File: config.mk
export PLATFORM = sky130hd
export DESIGN_NAME = sysid_read_arbiter_flat
export DESIGN_NICKNAME = d
export VERILOG_FILES = /design/src/rtl/sysid_read_arbiter_if.sv /design/src/rtl/sysid_read_arbiter.sv /design/src/flat_wrapper.sv
export SDC_FILE = /design/constraint.sdc
export NUM_CORES = 1
export LEC_CHECK = 0
export BUFFER_PORTS_ARGS = -buffer_cell sky130_fd_sc_hd__clkbuf_2
export CORE_ASPECT_RATIO = 0.8
export CORE_MARGIN = 2
export CORE_UTILIZATION = 50
export CTS_BUF_LIST = sky130_fd_sc_hd__clkbuf_8
export DETAILED_ROUTE_END_ITERATION = 16
export PLACE_DENSITY = 0.86
export RECOVER_POWER = 100
export SETUP_SLACK_MARGIN = 0.02
export SYNTH_ARGS = -nofsm -noshare
export SYNTH_HDL_FRONTEND = slang
export SYNTH_SLANG_ARGS = --single-unit
File: constraint.sdc
create_clock -name clock -period 4.6 [get_ports clock]
set_clock_uncertainty 0.2 [all_clocks]
set_input_delay 0.46 -clock clock [delete_from_list [all_inputs] [get_ports clock]]
set_output_delay 0.46 -clock clock [all_outputs]
set_load 0.05 [all_outputs]
File: src/rtl/sysid_read_arbiter_if.sv
// Bus bundle between the requesting masters, the arbiter and the shared
// system ID slave. The arbiter connects through the slave modport; the
// environment (requesters plus slave model) uses the master modport.
interface sysid_read_arbiter_if #(
    parameter int NUM_REQ = 4,
    parameter int ADDR_W  = 1,
    parameter int DATA_W  = 32
);
    localparam int GW = (NUM_REQ > 1) ? $clog2(NUM_REQ) : 1;

    logic [NUM_REQ-1:0]        req_read;
    logic [NUM_REQ*ADDR_W-1:0] req_address;
    logic [NUM_REQ-1:0]        req_waitrequest;
    logic [DATA_W-1:0]         req_readdata;
    logic [ADDR_W-1:0]         slv_address;
    logic [DATA_W-1:0]         slv_readdata;
    logic [GW-1:0]             grant_id;
    logic                      busy;

    modport slave (
        input  req_read, req_address, slv_readdata,
        output req_waitrequest, req_readdata, slv_address, grant_id, busy
    );

    modport master (
        output req_read, req_address, slv_readdata,
        input  req_waitrequest, req_readdata, slv_address, grant_id, busy
    );
endinterface

File: src/rtl/sysid_read_arbiter.sv
// Round-robin read arbiter in front of a single read-only system ID slave.
// One read in flight at a time; the slave's fixed latency is absorbed by a
// down-counter, and the granted requester sees a one-cycle waitrequest-low
// pulse with the captured data. All outputs come straight from registers.
module sysid_read_arbiter #(
    parameter int NUM_REQ       = 4,
    parameter int ADDR_W        = 1,
    parameter int DATA_W        = 32,
    parameter int SLAVE_LATENCY = 0
) (
    input  logic                 clock,
    input  logic                 reset_n,
    sysid_read_arbiter_if.slave  bus
);
    localparam int GW = (NUM_REQ > 1) ? $clog2(NUM_REQ) : 1;
    localparam int CW = (SLAVE_LATENCY > 0) ? $clog2(SLAVE_LATENCY + 1) : 1;
    localparam logic [CW-1:0] CNT_INIT = CW'(SLAVE_LATENCY);
    localparam logic [GW-1:0] LAST_INIT = GW'(NUM_REQ - 1);

    typedef enum logic [1:0] {IDLE, WAIT, ACK} state_t;

    state_t              state_q, state_d;
    logic [GW-1:0]       last_q, last_d;
    logic [GW-1:0]       grant_q, grant_d;
    logic [CW-1:0]       cnt_q, cnt_d;
    logic [ADDR_W-1:0]   addr_q, addr_d;
    logic [DATA_W-1:0]   rdata_q, rdata_d;
    logic [NUM_REQ-1:0]  wreq_q, wreq_d;
    logic                busy_q, busy_d;
    logic [GW-1:0]       pick;

    logic [ADDR_W-1:0]   addr_arr [NUM_REQ];

    for (genvar i = 0; i < NUM_REQ; i++) begin : g_addr
        assign addr_arr[i] = bus.req_address[i*ADDR_W +: ADDR_W];
    end

    // First requester found searching upward from the one after the last grant.
    function automatic logic [GW-1:0] rr_pick(input logic [NUM_REQ-1:0] req,
                                              input logic [GW-1:0] last);
        logic [GW-1:0] g;
        logic [GW-1:0] ix;
        logic          found;
        int            idx;
        g     = last;
        found = 1'b0;
        for (int k = 1; k <= NUM_REQ; k++) begin
            idx = (int'(last) + k) % NUM_REQ;
            ix  = GW'(idx);
            if (!found && req[ix]) begin
                g     = ix;
                found = 1'b1;
            end
        end
        return g;
    endfunction

    assign pick = rr_pick(bus.req_read, last_q);

    // State and output registers; reset aborts any transaction in progress.
    always_ff @(posedge clock) begin
        if (!reset_n) begin
            state_q <= IDLE;
            last_q  <= LAST_INIT;
            grant_q <= '0;
            cnt_q   <= '0;
            addr_q  <= '0;
            rdata_q <= '0;
            wreq_q  <= '1;
            busy_q  <= 1'b0;
        end else begin
            state_q <= state_d;
            last_q  <= last_d;
            grant_q <= grant_d;
            cnt_q   <= cnt_d;
            addr_q  <= addr_d;
            rdata_q <= rdata_d;
            wreq_q  <= wreq_d;
            busy_q  <= busy_d;
        end
    end

    // Next-state logic: arbitrate in IDLE, count out latency in WAIT, pulse in ACK.
    always_comb begin
        state_d = state_q;
        last_d  = last_q;
        grant_d = grant_q;
        cnt_d   = cnt_q;
        addr_d  = addr_q;
        rdata_d = rdata_q;
        wreq_d  = wreq_q;
        busy_d  = busy_q;
        case (state_q)
            IDLE: begin
                wreq_d = '1;
                if (|bus.req_read) begin
                    grant_d = pick;
                    last_d  = pick;
                    addr_d  = addr_arr[pick];
                    busy_d  = 1'b1;
                    cnt_d   = CNT_INIT;
                    state_d = WAIT;
                end
            end
            WAIT: begin
                if (cnt_q != '0) begin
                    cnt_d = cnt_q - CW'(1);
                end else begin
                    rdata_d          = bus.slv_readdata;
                    wreq_d           = '1;
                    wreq_d[grant_q]  = 1'b0;
                    state_d          = ACK;
                end
            end
            ACK: begin
                wreq_d  = '1;
                busy_d  = 1'b0;
                state_d = IDLE;
            end
            default: begin
                wreq_d  = '1;
                busy_d  = 1'b0;
                state_d = IDLE;
            end
        endcase
    end

    assign bus.req_waitrequest = wreq_q;
    assign bus.req_readdata    = rdata_q;
    assign bus.slv_address     = addr_q;
    assign bus.grant_id        = grant_q;
    assign bus.busy            = busy_q;
endmodule

File: src/flat_wrapper.sv
// flat-port wrapper written by rule: the top's interface ports become plain ports
module sysid_read_arbiter_flat 
#(
    parameter int NUM_REQ       = 4,
    parameter int ADDR_W        = 1,
    parameter int DATA_W        = 32,
    parameter int SLAVE_LATENCY = 0
)
  (clock, reset_n, bus_req_read, bus_req_address, bus_slv_readdata, bus_req_waitrequest, bus_req_readdata, bus_slv_address, bus_grant_id, bus_busy);
  sysid_read_arbiter_if #(.NUM_REQ(NUM_REQ), .ADDR_W(ADDR_W), .DATA_W(DATA_W)) bus_i ();
  input  logic clock;
  input  logic reset_n;
  input wire logic [$bits(bus_i.req_read)-1:0] bus_req_read;
  input wire logic [$bits(bus_i.req_address)-1:0] bus_req_address;
  input wire logic [$bits(bus_i.slv_readdata)-1:0] bus_slv_readdata;
  output wire logic [$bits(bus_i.req_waitrequest)-1:0] bus_req_waitrequest;
  output wire logic [$bits(bus_i.req_readdata)-1:0] bus_req_readdata;
  output wire logic [$bits(bus_i.slv_address)-1:0] bus_slv_address;
  output wire logic [$bits(bus_i.grant_id)-1:0] bus_grant_id;
  output wire logic [$bits(bus_i.busy)-1:0] bus_busy;
  assign bus_i.req_read = bus_req_read;
  assign bus_i.req_address = bus_req_address;
  assign bus_i.slv_readdata = bus_slv_readdata;
  assign bus_req_waitrequest = bus_i.req_waitrequest;
  assign bus_req_readdata = bus_i.req_readdata;
  assign bus_slv_address = bus_i.slv_address;
  assign bus_grant_id = bus_i.grant_id;
  assign bus_busy = bus_i.busy;
  sysid_read_arbiter #(.NUM_REQ(NUM_REQ), .ADDR_W(ADDR_W), .DATA_W(DATA_W), .SLAVE_LATENCY(SLAVE_LATENCY)) u_core (.clock(clock), .reset_n(reset_n), .bus(bus_i));
endmodule
### After elaboration in Yosys (flattened, before gate mapping)

Cells that the tools add are included.

* add/sub/neg operators: 5
* $lt $le $gt $ge: 7
* equality and inequality tests: 3
* multiplexer cells: 28
* bitwise logic cells: 4
* reduce and logical (&&, ||, !) cells: 16

Operators with widths (number)
* less-than comparator 2 x 3 -> 1 bit, second input constant: 5
* 2-to-1 mux 1 bit: 13
* 2-to-1 mux 2 bit: 6
* AND reduction 2 bit: 6
* binary-select mux 1 bit (select 2 bit): 5
* adder 2 x 1 -> 2 bit, second input constant: 2
* adder 2 bit, second input constant: 2
* logical AND 1 bit: 4
* NOT 4 bit: 1
* case mux 1 bit (2 select lines): 2
* case mux 2 bit (2 select lines): 1
* OR reduction 4 bit: 1
* greater-or-equal comparator 3 bit, second input constant: 1
* logical NOT 1 bit: 3
* NOT 2 -> 3 bit: 1
* demux 1 bit (select 2 bit): 1
* == test 2 x 1 -> 1 bit, second input constant: 1
* greater-or-equal comparator 2 x 1 -> 1 bit, second input constant: 1
* logical NOT 2 bit: 1
* inequality test 2 x 1 -> 1 bit, second input constant: 1
* inequality test 2 bit, second input constant: 1
* NOT 1 bit: 2
* nonzero test 2 bit: 1
* subtractor 1 bit, second input constant: 1

* flip-flop bits (word level): 45
* input bits: 42
* output and inout port bits: 40
* logic and storage cells: 71

### Depth between registers and ports, before layout

Gate-level depths: netlist (run 1).

* word-level depth: 17
* gate-level depth with buffers: 5
* mapped depth without buffers: 5

### Worst setup path before layout (run 1)

OpenSTA, ideal clock, no wires.

* path kind: in2reg
* start: input port bus_req_read[1]
* end: register u_core.addr_q (netlist: u_core.bus.slv_address)
* setup time: 0.092 ns
* arrival time: 1.502 ns
* data required time: 4.308 ns
* slack: 2.806 ns
* stages on the path: 5
* path buffers: 0
* path through: nor2b_1 > or3_4 > a21bo_1 > and3_1 > o32ai_1

* word-level cells in the longest chain between the ends: 16
* elaborated cells on any way between the ends: 27
* those cells by class: mux: 18; bitwise: 1; reduce/logical: 8

Ends and longest elaborated chain
* start: declaration: line flat_wrapper.sv:13 `input wire logic [$bits(bus_i.req_read)-1:0] bus_req_read;`
* binary-select mux 1 bit (select 2 bit): line sysid_read_arbiter.sv:50 `if (!found && req[ix]) begin`
* 2-to-1 mux 1 bit (implied by the code): line sysid_read_arbiter.sv:50
* 2-to-1 mux 1 bit: line sysid_read_arbiter.sv:50
* logical NOT 1 bit: line sysid_read_arbiter.sv:50
* logical AND 1 bit: line sysid_read_arbiter.sv:50
* 2-to-1 mux 1 bit: line sysid_read_arbiter.sv:50
* logical NOT 1 bit: line sysid_read_arbiter.sv:50
* logical AND 1 bit: line sysid_read_arbiter.sv:50
* 2-to-1 mux 1 bit: line sysid_read_arbiter.sv:50
* logical NOT 1 bit: line sysid_read_arbiter.sv:50
* logical AND 1 bit: line sysid_read_arbiter.sv:50
* 2-to-1 mux 2 bit: line sysid_read_arbiter.sv:50
* NOT 2 -> 3 bit (implied by the code): line sysid_read_arbiter.sv:99 `addr_d = addr_arr[pick];`
* binary-select mux 1 bit (select 2 bit): line sysid_read_arbiter.sv:99
* 2-to-1 mux 1 bit (implied by the code) (2 in series): line sysid_read_arbiter.sv:99
* end signal: assignment: line sysid_read_arbiter.sv:76 `addr_q <= addr_d;`
* end: declaration: line sysid_read_arbiter.sv:26 `logic [ADDR_W-1:0] addr_q, addr_d;`

Several ways; a longest one is shown, not always the timed one. The select of a mux whose other input is x is not followed.
A chain may end at the register's enable or synchronous reset.

### Final worst setup path (run 1)

* start: register u_core.state_q[0]
* end: register u_core.wreq_q[0] (netlist: u_core.bus.req_waitrequest[0])

* word-level cells in the longest chain between the ends: 2

Ends and longest elaborated chain
* start: declaration: line sysid_read_arbiter.sv:22 `state_t state_q, state_d;`
* start signal: assignment: line sysid_read_arbiter.sv:72 `state_q <= state_d;`
* == test 2 x 1 -> 1 bit: line sysid_read_arbiter.sv:93 `case (state_q)`
* AND reduction 2 bit (no line)
* end signal: assignment: line sysid_read_arbiter.sv:78 `wreq_q <= wreq_d;`
* end: declaration: line sysid_read_arbiter.sv:28 `logic [NUM_REQ-1:0] wreq_q, wreq_d;`

No other way between the ends.

==> reports/metrics.yaml, run 1 <==
reg2reg_depth: 4
critPathTopFamily: "buffers and inverters"
clockRootBuffer: "clkbuf_8"
place.gp.congestion: 0.826
final_util_pct: 67.5
cpMaxStageDelayCell: "clkbuf_1"
grt_pass1_wl_mm: 6.02
synth_area_um2: 1650
vias: 1535
ant_nets: 0
p_leak_uw: 0.000884
fp.dieArea_um2: 3780
synthArstFlopShare_pct: 0
slew_violations: 0
antenna_cells: 0
cp.depth: 4
core.rowCount: 18
finalNetCount: 317
max_freq_ghz: 0.402
die_w_um: 68.3
syn_nets: 238
cts_resized: 0
power.density_nw_per_um2: 410
clock_latency_ns: 0.28
grt_max_degree: 41
crit_path_cell_trace: "nor2b_1, clkbuf_1, nand2_1, or3_1"
seqPwrFrac_pct: 49.6
htree_levels: 2
ctsHoldBuffers: 0
yosys_most_used_dff: "dfxtp_1"
syn_area_per_cell_um2: 8.43
critPathMaxFanout: 32
synth_edf_count: 0
area_delta_synth_final_pct: 27.9
finalSetupViolations: 0
multi_input_area_um2: 719
port_buffers: 81
track_usage_pct: 20.6
p_total_uw: 867
ys_ff_latch: 44
drt-pass1-iter-count: 4
drive_gt1_share_pct: 17.8
wirelength_mm: 3.54
grt_overflow: 0
crit_arrival_ns: 2.46
switchingPower_uw: 285
worstMarginPinSlew_ns: 1.35
drt_iter0_markers: 100
tns_ns: 0
yosys-top-cells-area: "dfxtp_1 (53%), nand2_1 (16%), a21boi_0 (15%)"
p_comb_share_pct: 23.8
ir_drop_uv: 238
worstSetupPathType: "register to register"
critPathMaxStageDelay_ns: 1.00
whs_ns: 0.200
r2r_end: "u_core.bus.req_waitrequest[0]$_SDFF_PN1_"
reg2reg_from: "u_core.state_q[0]$_SDFFE_PN0N_"
die_h_um: 55.4
min_period_ns: 2.49
hold_path_class: "primary input to register"
path_clk_slew_ns: 0.07
stdcell_count: 316
final-seq-area_um2: 881
yosysUniqueCellTypes: 25
reg2reg_slack_ns: 2.11
synth_top_area_share_pct: 53.3
synth_cells: 196
yosysWarnings: 0
startpoint_type: "register"
remaining_drc_errors: 0
cts_setup_buffers: 0
cts_buffers: 5
yosys.area.top_type: "dfxtp_1"
worstPathRequired_ns: 4.57
worst_slew_margin_rel_pct: 10.3
vias_per_cell: 4.86
top_level_ports: 82
maxCapViolCount: 0
crit_end: "u_core.bus.req_waitrequest[0]$_SDFF_PN1_"
wl_per_cell_um: 11.2
place_hpwl_mm: 2.57
outcome: "finished, final reports clean"
fillers: 283
timing.final.crit_share_pct: 54.0
p_clk_share_pct: 26.6
clock-sinks: 44
path_buf_inv: 1
initial_utilization_pct: 52.8
netSwitchingFraction_pct: 32.9
internal_power_uw: 582
rsz0062_at_grt: "no"
antenna_found_initial: 0
cts_tree: "yes"
coreArea_um2: 3130
synth-seq-area-share_pct: 53.3
finalHoldViolCount: 0
worstSetupEndpointType: "register"
clockBufferDepth: 2
grt_pass1_vias: 1441
post-place-cells: 308
crit_start: "u_core.state_q[0]$_SDFFE_PN0N_"
layer usage:
layer / vias up / wire length [um] / global-route usage [%]
li1: 799 / - / -
met1: 668 / 1670 / 26.8
met2: 63 / 1530 / 31.9
met3: 5 / 298 / 6.31
met4: 0 / 42 / 7.14
met5: - / 0 / 0
sequential cells by signal, summed over array words and instances (netlist names):
name and flops:
u_core.last_q 2, u_core.bus.busy 1, u_core.bus.slv_address 1, u_core.bus.req_waitrequest 4, u_core.bus.grant_id 2, u_core.state_q 2
u_core.bus.req_readdata 32
power groups by stage:
stage / Clock, uW / Combinational [uW] / Sequential [uW]
5_1_grt: 255 / 225 / 434
4_1_cts: 239 / 216 / 430
2_1_floorplan: 0 / 68.1 / 524
6_report: 231 / 206 / 430
3_3_place_gp: 0 / 212 / 438
3_5_place_dp: 0 / 215 / 438
area by class of cell:
| class | count | area share [%] |
|---|---|---|
| sequential | 44 | 41.7 |
| multi-input combinational | 138 | 34.0 |
| timing repair buffer | 83 | 17.2 |
| clock buffer | 6 | 3.91 |
| tap | 40 | 2.37 |
| inverter | 3 | 0.533 |
| clock inverter | 2 | 0.355 |
worst reg2reg max path, delay by kind of cell, from the launching register on:
family / cells / cell delay [ns]
buf+inv: 1 / 1.00
flops: 1 / 0.37
simple gates: 3 / 0.79
cells in the final DEF (no fill, tap or decap):
master    instances
a21bo_1           1
and3_2            1
inv_1             5
o211a_1           1
clkbuf_8          6
clkbuf_2         41
o21ai_0           4
nand3_1           3
o32ai_1           1
o211ai_1          1
nor2b_1           5
clkbuf_1         42
nand2b_1          1
or3_4             1
nor2_1            6
o21a_1            1
a21oi_1           1
and3_1            1
nor3_1            1
nand2_1          71
o21ai_1           1
or3_1             1
a211oi_1          1
a21boi_0         32
dfxtp_1          44
nand3b_1          1
nor4_1            2
kinds of logic after synthesis:
logic type / count (synthesis) / synth area share (%)
buf+inv: 14 / 3.18
simple gates: 94 / 24.1
flops: 44 / 53.3
compound gates: 44 / 19.5
stage by stage:
stage | cell area (um^2) | worst slack [ns]
after global placement | 2080 | 2.66
after global routing | 2110 | 1.95
after CTS | 2170 | 2.79
after detailed placement | 2080 | 2.62
after floorplan | 1650 | 2.81
final | 2110 | 2.11
how the worst min path moves through the flow:
stage                                         from  slack, ns  cells after the start                                        to
2_1_floorplan        u_core.last_q[0]$_SDFFE_PN1P_       0.31                      2             u_core.last_q[0]$_SDFFE_PN1P_
3_3_place_gp   u_core.bus.grant_id[0]$_SDFFE_PN0P_       0.24                      1  u_core.bus.req_waitrequest[1]$_SDFF_PN1_
3_5_place_dp   u_core.bus.grant_id[1]$_SDFFE_PN0P_       0.25                      1  u_core.bus.req_waitrequest[3]$_SDFF_PN1_
4_1_cts                       bus_slv_readdata[29]       0.19                      3  u_core.bus.req_readdata[29]$_SDFFE_PN0N_
5_1_grt                       bus_slv_readdata[17]       0.20                      3  u_core.bus.req_readdata[17]$_SDFFE_PN0N_
6_report                      bus_slv_readdata[29]       0.20                      3  u_core.bus.req_readdata[29]$_SDFFE_PN0N_
synth_stat cells, drive strengths merged, types with 2 or more instances:
library cell and number:
a21boi 32, and3 2, clkbuf 11, dfxtp 44
inv 3, nand2 71, nand3 3, nor2 6
nor2b 5, nor4 2, o21ai 5, or3 2
Note: power is estimated with default switching activity, not from simulation.
==> run 2, diff against run 1 <==
- ABC_AREA: unset -> 1
- CORE_UTILIZATION: 50 -> 48
- PLACE_DENSITY: 0.86 -> 0.82
- clock period: 4.6 -> 2.4 ns (I/O delays scaled with it)
==> run 2 against run 1 <==
  * Cell area grew 23%
  * Synthesized cell count grew 25%
  * Sequential share of layout area shrank 7.9 points
  * Register-to-register slack lost 1.8 ns
  * Combinational power grew to 5.0 times the previous value
  * Clock-buffer cell count grew 1
  * Area after synthesis grew 8.9%
  * Largest power group is now combinational logic
==> reports/metrics.yaml, run 2 <==
reg2reg_depth: 5  # +1
slew_violations: 0  # unchanged
crit_start: "u_core.state_q[0]$_SDFFE_PN0N_"
cts_tree: "yes"
place_hpwl_mm: 3.07  # +19%
wirelength_mm: 5.11  # +44%
internal_power_uw: 1480  # +150%
grt_overflow: 0  # unchanged
hold_path_class: "primary input to register"
drive_gt1_share_pct: 18.7  # +0.96 points
yosys.area.top_type: "dfxtp_1"
yosysWarnings: 0  # unchanged
vias: 1980  # +29%
ys_ff_latch: 44  # unchanged
grt_pass1_vias: 1874  # +30%
antenna_cells: 0  # unchanged
synthArstFlopShare_pct: 0  # unchanged
startpoint_type: "register"
power.density_nw_per_um2: 973  # +140%
whs_ns: 0.00485  # -0.195 ns
track_usage_pct: 25.3  # +4.7 points
synth_cells: 245  # +25%
yosysUniqueCellTypes: 21  # -16%
synth_area_um2: 1800  # +8.9%
wl_per_cell_um: 12.8  # +14%
outcome: "finished, final reports clean"
fillers: 269  # -4.9%
remaining_drc_errors: 0  # unchanged
path_clk_slew_ns: 0.08  # about the same
die_h_um: 58.8  # +6.1%
grt_max_degree: 35  # -15%
grt_pass1_wl_mm: 8.29  # +38%
worstSetupEndpointType: "register"
finalSetupViolations: 0  # unchanged
yosys-top-cells-area: "dfxtp_1 (49%), nor2_1 (15%), o21ai_0 (9.2%)"
clock_latency_ns: 0.29  # about the same
whs_endpoint: "u_core.bus.req_readdata[11]$_SDFFE_PN0N_"
mostFrequentLayoutCells: "nor2_1 (73), dfxtp_1 (44), clkbuf_1 (42)"
min_period_ns: 2.09  # -0.393 ns
drt-pass1-iter-count: 5  # +1
initial_utilization_pct: 51.2  # -1.6 points
reg2reg_from: "u_core.state_q[0]$_SDFFE_PN0N_"
antenna_found_initial: 0  # unchanged
clockRootBuffer: "clkbuf_8"
coreArea_um2: 3520  # +12%
finalNetCount: 399  # +26%
critPathMaxFanout: 32  # unchanged
crit_arrival_ns: 2.11  # -0.35 ns
synth_top_area_share_pct: 48.9  # -4.4 points
p_comb_share_pct: 40.4  # +17 points
ir_drop_uv: 581  # +140%
htree_levels: 2  # unchanged
synth-seq-area-share_pct: 48.9  # -4.4 points
fp.dieArea_um2: 4260  # +13%
tns_ns: 0  # unchanged
vias_per_cell: 4.95  # +1.9%
syn_nets: 287  # +21%
yosys_most_used_dff: "dfxtp_1"
ant_nets: 0  # unchanged
worstPathRequired_ns: 2.42  # -2.15 ns
die_w_um: 72.5  # +6.1%
place.gp.congestion: 0.848  # +2.7%
timing.final.crit_share_pct: 87.2  # +33 points
syn_area_per_cell_um2: 7.35  # -13%
largest_reg_flops: 32  # unchanged
fin_ws_ns: 0.307  # -1.81 ns
final_common_cell: "nor2_1"
worstHoldPathCells: 3  # unchanged
place_ws_ns: 0.422  # -2.20 ns
final_util_pct: 74.2  # +6.6 points
finalHoldViolCount: 0  # unchanged
netSwitchingFraction_pct: 41.7  # +8.8 points
clockBufferDepth: 2  # unchanged
switchingPower_uw: 1060  # +270%
seqPwrFrac_pct: 35.7  # -14 points
cts_setup_buffers: 0  # unchanged
p_clk_share_pct: 23.9  # -2.7 points
maxCapViolCount: 0  # unchanged
clock-sinks: 44  # unchanged
area_delta_synth_final_pct: 45.0
worstSetupPathType: "register to register"
cts_buffers: 5  # unchanged
top_level_ports: 82  # unchanged
port_buffers: 81  # unchanged
p_leak_uw: 0.00124  # +40%
synth_common_cells: "nor2_1 (72), dfxtp_1 (44), o21ai_0 (33)"
drt_iter0_markers: 149  # +49%
hold_start: "bus_slv_readdata[11]"
worstMarginPinSlew_ns: 1.15  # -0.197 ns
core.rowCount: 19  # +1
worst_slew_margin_rel_pct: 23.4  # +13 points
yosysMostFrequentCell: "nor2_1"
rsz0062_at_grt: "no"
max_freq_ghz: 0.478  # +19%
r2r_end: "u_core.bus.req_readdata[15]$_SDFFE_PN0N_"
synth_edf_count: 0  # unchanged
reg2reg_slack_ns: 0.31  # -1.81 ns
run 2: layout make-up:
cell class / count / area [um^2] / share of cell area [%]
sequential: 44 / 881 / 33.7
multi-input combinational: 178 / 818 / 31.4
timing repair buffer: 115 / 683 / 26.2
clock buffer: 7 / 96.3 / 3.69
tap: 42 / 52.6 / 2.01
inverter: 13 / 48.8 / 1.87
clock inverter: 1 / 30.0 / 1.15
run 2: worst max path at each step:
stage | to | slack (ns) | depth (start not counted)
6_report | u_core.bus.req_readdata[15]$_SDFFE_PN0N_ | 0.31 | 5
4_1_cts | u_core.bus.slv_address$_SDFFE_PN0P_ | 0.40 | 12
3_5_place_dp | u_core.bus.slv_address$_SDFFE_PN0P_ | 0.42 | 12
3_3_place_gp | u_core.bus.slv_address$_SDFFE_PN0P_ | 0.48 | 12
5_1_grt | u_core.bus.slv_address$_SDFFE_PN0P_ | 0.13 | 13
2_1_floorplan | u_core.bus.slv_address$_SDFFE_PN0P_ | 0.80 | 12
run 2: stage by stage:
| step | instances | cell area, um^2 | power [uW] |
|---|---|---|---|
| detailed placement | 361 | 2240 | 1930 |
| global route | 400 | 2610 | 2690 |
| CTS | 400 | 2670 | 2570 |
| finish | 400 | 2610 | 2540 |
| floorplan | 245 | 1800 | 1720 |
| global placement | 361 | 2240 | 1910 |
run 2: cell families (layout without fill, tap and decap cells):
logic type	count (synthesis)	after routing	synth area share (%)
buffers and inverters	23	136	5.21
AOI/OAI and AO/OA	40	40	11.6
and+or+nand+nor	138	138	34.3
DFF	44	44	48.9
run 2: critical path, cell delays in order (launching register included):
cell	delay, ns
dfxtp_1	0.33
inv_1	0.04
nor2_1	0.11
clkbuf_1	0.87
o21ai_0	0.28
nor2_1	0.19
run 2: repair_timing:
item	CTS	global route
hold buffers	31	0
gates resized for setup	0	0
endpoints found under the hold margin	31	0
run 2: layer usage:
metal / track usage (%) / share of wire (%) / vias to the layer above / routed length, um
met5: 0 / 0 / - / 0
met4: 12.4 / 2.7 / 0 / 139
met1: 30.3 / 42 / 875 / 2140
met2: 42.3 / 49 / 77 / 2520
met3: 6.85 / 6.1 / 18 / 309
li1: - / - / 1010 / -
run 2: power by group through the flow:
| stage | sequential (uW) | combinational (uW) | clock [uW] |
|---|---|---|---|
| after floorplan | 1190 | 531 | 0 |
| after global placement | 917 | 990 | 0 |
| after detailed placement | 921 | 1010 | 0 |
| after CTS | 906 | 1050 | 615 |
| after global routing | 922 | 1120 | 653 |
| final | 908 | 1030 | 608 |
==> run 3, diff against run 2 <==
- CORE_UTILIZATION: 48 -> 46
- CTS_BUF_LIST: sky130_fd_sc_hd__clkbuf_8 -> unset
- PLACE_DENSITY: 0.82 -> 0.79
==> run 3 against run 2 <==
  * Power down 5.5%
  * Register-to-register slack worse by 0.02 ns
  * Cell count up 3.5%
  * Sequential power about the same
  * Fmax down 1.0%
  * Largest power group unchanged
  * Critical path depth up 6
==> reports/metrics.yaml, run 3 (synthesis gave the netlist of run 2 again) <==
place.gp.congestion: 0.856  # +0.90%
power.density_nw_per_um2: 919  # -5.6%
area_delta_synth_final_pct: 45.1  # about the same
post-place-cells: 374  # +3.6%
place_hpwl_mm: 2.98  # -2.9%
final_common_cell: "nor2_1"
cts_resized: 0  # unchanged
drive_gt1_share_pct: 19.2  # +0.50 points
track_usage_pct: 22.2  # -3.1 points
grt_use_met1_pct: 27.1  # -3.2 points
min_period_ns: 2.11  # +0.0213 ns
mostFrequentLayoutCells: "nor2_1 (72), dfxtp_1 (44), clkbuf_1 (42)"
cts_setup_buffers: 0  # unchanged
critPathMaxFanout: 12  # -63%
clockRootBuffer: "clkbuf_8"
finalSetupViolations: 0  # unchanged
drt-pass1-iter-count: 4  # -1
path_clk_slew_ns: 0.08  # about the same
antenna_found_initial: 0  # unchanged
grt_use_met3_pct: 6.07  # -0.78 points
finalNetCount: 400  # +0.25%
fp.dieArea_um2: 4430  # +4.1%
drt_iter0_markers: 159  # +6.7%
worstHoldPathCells: 3  # unchanged
p_leak_uw: 0.00123  # -0.86%
vias_per_cell: 4.74  # -4.2%
worstPathRequired_ns: 2.37  # -0.05 ns
startpoint_type: "register"
antenna_cells: 0  # unchanged
final_util_pct: 69.1  # -5.0 points
crit_arrival_ns: 2.09  # -0.02 ns
grt_overflow: 0  # unchanged
clock-sinks: 44  # unchanged
cts_buffers: 5  # unchanged
finalHoldViolCount: 0  # unchanged
ir_drop_uv: 449  # -23%
ant_nets: 0  # unchanged
fillers: 322  # +20%
port_buffers: 81  # unchanged
htree_levels: 2  # unchanged
timing.final.crit_share_pct: 88.1  # +0.89 points
wl_per_cell_um: 11.5  # -9.5%
rsz0062_at_grt: "no"
whs_ns: 0.0910  # +0.0862 ns
multi_input_area_um2: 826  # +0.92%
slew_violations: 0  # unchanged
maxCapViolCount: 0  # unchanged
reg2reg_depth: 11  # +6
die_w_um: 73.9  # +2.0%
use_met2_pct: 37.1  # -5.2 points
hold_path_class: "primary input to register"
max_freq_ghz: 0.473  # -1.0%
initial_utilization_pct: 47.6  # -3.5 points
core.rowCount: 20  # +1
worstMarginPinSlew_ns: 1.14  # -0.0120 ns
grt_pass1_wl_mm: 7.64  # -7.8%
worst_slew_margin_rel_pct: 24.2  # +0.80 points
largest_reg_flops: 32  # unchanged
stdcell_count: 414  # +3.5%
remaining_drc_errors: 0  # unchanged
die_h_um: 60.0  # +2.0%
clockBufferDepth: 2  # unchanged
grt_max_degree: 35  # unchanged
worstSetupEndpointType: "register"
busiest_layer: "met2"
clock_latency_ns: 0.28  # about the same
top_level_ports: 82  # unchanged
coreArea_um2: 3780  # +7.4%
final-seq-area_um2: 881  # unchanged
outcome: "finished, final reports clean"
grt_pass1_vias: 1871  # -0.16%
cts_tree: "yes"
vias: 1963  # -0.86%
tns_ns: 0  # unchanged
wirelength_mm: 4.78  # -6.3%
worstSetupPathType: "register to register"
[run 3: cell types whose count changed in the layout (fill, tap and decap cells not counted), sizes merged]
cell | before | now
dlygate4sd3 | 31 | 32
bufinv | 1 | 0
clkinvlp | 0 | 1
[run 3: final cells by class]
| type | instances | share of cell area (%) |
|---|---|---|
| Multi-Input combinational cell | 178 | 31.6 |
| Clock inverter | 1 | 0.287 |
| Timing Repair Buffer | 116 | 26.6 |
| Inverter | 13 | 1.87 |
| Tap cell | 55 | 2.63 |
| Clock buffer | 7 | 3.30 |
| Sequential cell | 44 | 33.7 |
[run 3: path summary, 6_finish.rpt]
| check | from | end | slack [ns] |
|---|---|---|---|
| worst max-delay path | u_core.last_q[0]$_SDFFE_PN1P_ | u_core.bus.slv_address$_SDFFE_PN0P_ | 0.29 |
| worst min-delay path | reset_n | u_core.state_q[0]$_SDFFE_PN0N_ | 0.09 |
| worst max register to register | u_core.last_q[0]$_SDFFE_PN1P_ | u_core.bus.slv_address$_SDFFE_PN0P_ | 0.29 |
| worst min register to register | u_core.state_q[1]$_SDFFE_PN0N_ | u_core.bus.busy$_SDFFE_PN0P_ | 0.25 |
[run 3: report_power, final]
part | switching, uW | total [uW] | internal, uW
Clock | 235 | 468 | 234
Combinational | 734 | 1030 | 292
Sequential | 80.0 | 908 | 828
[run 3: layer usage]
| metal | up-vias | share of wire [%] |
|---|---|---|
| li1 | 1013 | - |
| met1 | 870 | 44 |
| met2 | 70 | 48 |
| met3 | 10 | 5.5 |
| met4 | 0 | 2.1 |
| met5 | - | 0 |
[run 3: stage by stage]
step,setup WS (ns),total power (uW),instance area [um^2]
after detailed placement,0.414,1920,2250
after CTS,0.393,2430,2670
after floorplan,0.803,1720,1800
after global routing,0.109,2560,2610
final,0.286,2400,2610
after global placement,0.495,1910,2250
[run 3: worst max-delay path, cell delays in order, from the launching register on]
cell and delay, ns:
dfxtp_1 0.57, inv_1 0.27, nand2_1 0.14, nand3_1 0.09, nand2_1 0.15, nand2_4 0.08, nor2_4 0.09, nand2_1 0.08
o21ai_0 0.09, nand3_1 0.11, nand3_2 0.09, a21oi_2 0.04
[run 3: timing repair]
item	CTS	global route
endpoints found under the hold margin	32	0
hold buffers	32	0
setup endpoints to repair	0	0
